`config.mk`:
```
export PLATFORM = sky130hd
export DESIGN_NAME = pong_relay_stage
export DESIGN_NICKNAME = d
export VERILOG_FILES = /design/src/rtl/pong_relay_stage.sv
export SDC_FILE = /design/constraint.sdc
export NUM_CORES = 1
export LEC_CHECK = 0
export ABC_AREA = 1
export ABC_CLOCK_PERIOD_IN_PS = 6100
export CAP_MARGIN = 25
export CORE_UTILIZATION = 40
export CTS_CLUSTER_SIZE = 20
export DETAILED_ROUTE_END_ITERATION = 7
export GPL_TIMING_DRIVEN = 0
export PLACE_DENSITY = 0.67
export SLEW_MARGIN = 20
export SYNTH_ARGS = -nofsm -noshare
export SYNTH_HDL_FRONTEND = slang
export SYNTH_SLANG_ARGS = --single-unit
```
`constraint.sdc`:
```
create_clock -name clk -period 6.1 [get_ports clk]
set_clock_uncertainty 0.15 [all_clocks]
set_input_delay 1.22 -clock clk [delete_from_list [all_inputs] [get_ports clk]]
set_output_delay 1.22 -clock clk [all_outputs]
set_load 0.03 [all_outputs]
```
`src/rtl/pong_relay_stage.sv`:
```
// Middle relay board of the chained pong track: accepts the ball from either link,
// walks it across POS_MAX+1 lamps, and hands it to the far side. Optional macro: LINK_SYNC_EN.
module pong_relay_stage #(
  parameter int POS_MAX  = 7,
  parameter int BASE_DIV = 1000,
  parameter int SCAN_DIV = 250
) (
  input  logic       clk,
  input  logic       resetbutton,
  input  logic [4:0] from_left,
  input  logic [4:0] from_right,
  output logic [4:0] to_left,
  output logic [4:0] to_right,
  output logic [2:0] pos_c,
  output logic [2:0] sel,
  output logic       lit,
  output logic       drop
);

  localparam int CW = $clog2(16*BASE_DIV+1);
  localparam int SW = $clog2(SCAN_DIV+1);
  localparam logic [2:0] PMAX = 3'(POS_MAX);

  typedef enum logic [2:0] {IDLE, RUN_R, RUN_L, HAND_R, HAND_L} state_t;

  state_t          r_state, w_next;
  logic [2:0]      r_pos, r_sel;
  logic [3:0]      r_speed, w_spd_out;
  logic [CW-1:0]   r_cnt, w_period_m1;
  logic [SW-1:0]   r_presc;
  logic            r_lit, r_drop;
  logic [4:0]      w_left, w_right;
  logic            w_lv, w_rv, w_wrap, w_owned;

`ifdef LINK_SYNC_EN
  // Neighbour may run on its own clock: two flops per link bit before use.
  logic [4:0] r_l_s1, r_l_s2, r_r_s1, r_r_s2;
  always_ff @(posedge clk or negedge resetbutton) begin
    if (!resetbutton) begin
      r_l_s1 <= '0; r_l_s2 <= '0;
      r_r_s1 <= '0; r_r_s2 <= '0;
    end else begin
      r_l_s1 <= from_left;  r_l_s2 <= r_l_s1;
      r_r_s1 <= from_right; r_r_s2 <= r_r_s1;
    end
  end
  assign w_left  = r_l_s2;
  assign w_right = r_r_s2;
`else
  assign w_left  = from_left;
  assign w_right = from_right;
`endif

  assign w_lv        = w_left[4];
  assign w_rv        = w_right[4];
  assign w_period_m1 = CW'(BASE_DIV * (16 - int'(r_speed)) - 1);
  assign w_wrap      = (r_cnt == w_period_m1);
  assign w_spd_out   = (r_speed == 4'd15) ? 4'd15 : r_speed + 4'd1;
  assign w_owned     = (r_state != IDLE);

  // State register
  always_ff @(posedge clk or negedge resetbutton) begin
    if (!resetbutton) r_state <= IDLE;
    else              r_state <= w_next;
  end

  // Next-state logic; left wins a same-cycle tie
  always_comb begin
    w_next = r_state;
    case (r_state)
      IDLE:   if (w_lv) w_next = RUN_R;
              else if (w_rv) w_next = RUN_L;
      RUN_R:  if (w_wrap && r_pos == PMAX) w_next = HAND_R;
      RUN_L:  if (w_wrap && r_pos == 3'd0) w_next = HAND_L;
      HAND_R: w_next = IDLE;
      HAND_L: w_next = IDLE;
      default: w_next = IDLE;
    endcase
  end

  // Outputs decoded from state
  always_comb begin
    to_left  = 5'b0;
    to_right = 5'b0;
    if (r_state == HAND_R) to_right = {1'b1, w_spd_out};
    if (r_state == HAND_L) to_left  = {1'b1, w_spd_out};
  end

  // Ball datapath: position, latched speed, move counter
  always_ff @(posedge clk or negedge resetbutton) begin
    if (!resetbutton) begin
      r_pos   <= '0;
      r_speed <= '0;
      r_cnt   <= '0;
    end else begin
      case (r_state)
        IDLE: begin
          r_cnt <= '0;
          if (w_lv) begin
            r_pos   <= 3'd0;
            r_speed <= w_left[3:0];
          end else if (w_rv) begin
            r_pos   <= PMAX;
            r_speed <= w_right[3:0];
          end
        end
        RUN_R: begin
          if (w_wrap) begin
            r_cnt <= '0;
            if (r_pos != PMAX) r_pos <= r_pos + 3'd1;
          end else r_cnt <= r_cnt + CW'(1);
        end
        RUN_L: begin
          if (w_wrap) begin
            r_cnt <= '0;
            if (r_pos != 3'd0) r_pos <= r_pos - 3'd1;
          end else r_cnt <= r_cnt + CW'(1);
        end
        default: r_cnt <= '0;
      endcase
    end
  end

  // Display scan and lamp/drop flags
  always_ff @(posedge clk or negedge resetbutton) begin
    if (!resetbutton) begin
      r_presc <= '0;
      r_sel   <= '0;
      r_lit   <= 1'b0;
      r_drop  <= 1'b0;
    end else begin
      if (r_presc == SW'(SCAN_DIV-1)) begin
        r_presc <= '0;
        r_sel   <= (r_sel == PMAX) ? 3'd0 : r_sel + 3'd1;
      end else r_presc <= r_presc + SW'(1);
      r_lit  <= w_owned && (r_sel == r_pos);
      r_drop <= w_owned ? (w_lv || w_rv) : (w_lv && w_rv);
    end
  end

  assign pos_c = r_pos;
  assign sel   = r_sel;
  assign lit   = r_lit;
  assign drop  = r_drop;

endmodule

```
==> summary.md <==
| Metric | Value |
|---|---|
| I/O Buffers | 28 |
| Largest family of logic cells by synthesized area | simple AND/OR/NAND/NOR gates |
| Number of antenna repair diodes | 0 |
| YS warnings | 0 |
| Layout area overhead | 15.6% |
| CP Max Fanout | 8 |
| Post-DRT Antenna Nets | 0 |
| HPWL after DPL | ~5700 um |
| DRT iter0 DRCs | approximately 130 |
| #FFs+latches synth | 37 |
| Max-cap viol count | 0 |
| Drt pass-1 iters | 4 |
| Final Hold Viols | 0 |
| FF/Latch Area | 926 um^2 |
| Syn Nets | 493 |
| CP Launch Type | flop |
| # DRC | 0 |
| Total Nets Final | 529 |
| CP required | 6130 ps |
| Share of layout cells above drive strength 1 | 12.4% |
| Register area share after synthesis | between 20% and 30% |
| Row cnt | 32 |
| Synth Instances | roughly 450 |
| Footprint of the multi-input gates | ~2100 um^2 |
| Core ar. | 7890 um^2 |
| Setup TNS | 0 ps |
| Vias per inst | around 5.0 |
| CTS tree | done |
| CTS Buf Count | 5 |
| Vias in the first global route | 2978 |
| Crit path time final | 5170 ps |
| Final core utilization | between 40% and 50% |
| Hold_buf cts | 0 |
| Post-synth ARST share | 100% |
| Maximum operating frequency | 193 MHz |
| Vias | 2910 |
| EDFF count, synth | 0 |
| Avg WL per Cell | 12.1 um |
| Hold WC Path Type | flop to flop |
| Post-CTS setup buffers | 0 |
| Unrepaired setup endpoints after global routing | false |
| Initial antenna violation count | 0 |
| Mapped cell area | 3320 um^2 |
| Die Wd | between 90 and 100 um |
| Clk root buf | clkbuf_8 |
| First-pass GRT wire length | ~13000 um |
| Clock net sink count | 37 |
| Syn_area_per_cell | 7.43 um^2 |
| Setup CP Type | flop to flop |
| Synth Area in XOR/XNOR | between 7 and 8% |
| Adder-cell area share of the yosys netlist | between 10% and 20% |
| Synth top area share | between 20 and 30% |
| Resized cells post-CTS | 0 |
| Die Y | 93.2 um |
| Final WL | between 7000 and 8000 um |
| H-tree depth | 2 |
| Starting Density | between 40% and 50% |
| Die ar. | 8680 um^2 |
| Post-synth cell types | 34 |
| Max clock buf depth | 2 |
| Overall Global Routing Usage | a little under a fifth |
| Compound-Gate Fraction of Synth Area | about 8% |
| Routability cong. | ~0.9 |
| Status | completed |
| Largest net degree at the start of global routing | 32 |
| Mux contribution to synthesized area | 0% |
| Final setup fails | 0 |
| Count of pins over their slew limit | 0 |
| Simple-gate share of the synthesized area | between 30% and 40% |
| Final worst path period share | 84.8% |
| Filler Cell Count | 757 |
| CP Capture Type | flop |
| Worst Tran Pin Value | around 720 ps |
| IO Count | 30 |
| Max_slew headroom | 51.4% |
| Synth area leader | dfrtp_1 |
| Top cells by area, synth | dfrtp_1, ha_1, nand2_1 |
| Worst-Skew Late Latency | between 200 and 300 ps |
| GR Overflow Total | 0 |
| Worst-path clk slew | 80 ps |
| CP arrival | between 5000 and 6000 ps |
| Primary FF master, synth | dfrtp_1 |
-- through the flow --
stage	setup slack [ps]	cell area [um^2]	hold WS [ps]	instances
floorplan	1530	3320	273	447
global placement	993	3730	299	577
detailed placement	969	3750	304	578
CTS	929	3840	324	586
global route	509	3840	343	586
finish	926	3840	322	586
-- cell usage after synthesis, types with 4 or more instances --
library cell and n:
nor2_2 13, or2_2 5, nand2_2 15, nor3_1 15
xnor2_1 9, nand4_1 7, nand2_1 81, xor2_1 19
nor2_1 40, nor4_1 4, nand3_1 30, ha_1 27
nand3_2 6, dfrtp_1 37, o211ai_1 5, a21oi_1 24
inv_1 65, fa_1 7, o21ai_0 16
-- worst paths after layout --
kind	end	startpoint	depth (start not counted)	slack (ps)
setup / recovery	pos_c[2]	r_speed[0]	22	930
min in group asynchronous	r_presc[0]	resetbutton	1	610
hold reg to reg	r_cnt[0]	r_cnt[0]	1	320
setup reg to reg	pos_c[2]	r_speed[0]	22	930
hold / removal	r_cnt[0]	r_cnt[0]	1	320
max in group asynchronous	r_cnt[10]	resetbutton	2	4780
-- critical path, cell delays in order (launching register included) --
cell	delay, ps
dfrtp_1	420
buf_6	170
inv_4	60
ha_1	180
buf_2	170
xnor2_1	290
ha_1	330
xor2_1	290
ha_1	320
fa_1	460
ha_1	260
fa_1	570
xnor2_1	320
xnor2_1	180
nand3_1	110
nor2_2	130
nand3_2	120
nor2_4	140
nand3_1	90
nand2_2	110
nand3_2	80
nand2_1	70
nand2_1	50
-- cell families after synthesis --
kind of cell    count (synthesis)
xor+xnor                       28
compound gates                 50
simple gates                  225
flops                          37
buf+inv                        73
fa+ha+maj                      34
-- state kept, by name, indices dropped and copies added (netlist names) --
signal / count
drop: 1
r_speed: 4
pos_c: 3
lit: 1
r_state: 3
sel: 3
r_presc: 8
r_cnt: 14
-- cell type report --
cell class	count	area share, %
plain buffers	6	1.01
clock buffers	6	2.15
clock inverters	2	0.358
inverters	67	6.61
multi-input cells	337	54.8
flip-flops and latches	37	24.1
well taps	102	3.32
repair buffers	29	7.68
-- metal layers --
layer / wire length [um] / GRT usage (%)
met5: 0 / 0
met4: 79 / 5.38
met3: 201 / 2.20
met2: 3470 / 33.0
met1: 3350 / 23.4
-- layout by cell type, fill, tap and decap left out, drive strengths merged, types with 2 or more instances in the layout --
cell type / instances
xnor2: 9
fa: 7
ha: 27
nand3b: 2
nand3: 36
clkinv: 2
nand4: 7
nand2: 97
o21ai: 17
nor2: 56
clkdlybuf4s50: 27
nor3: 15
o211ai: 5
clkbuf: 9
or2: 6
xor2: 19
o21a: 3
dfrtp: 37
buf: 5
inv: 67
a21oi: 24
nor4: 4
Power is not shown: default switching activity piles up to over one toggle a cycle in this logic, so the estimate is an artifact.
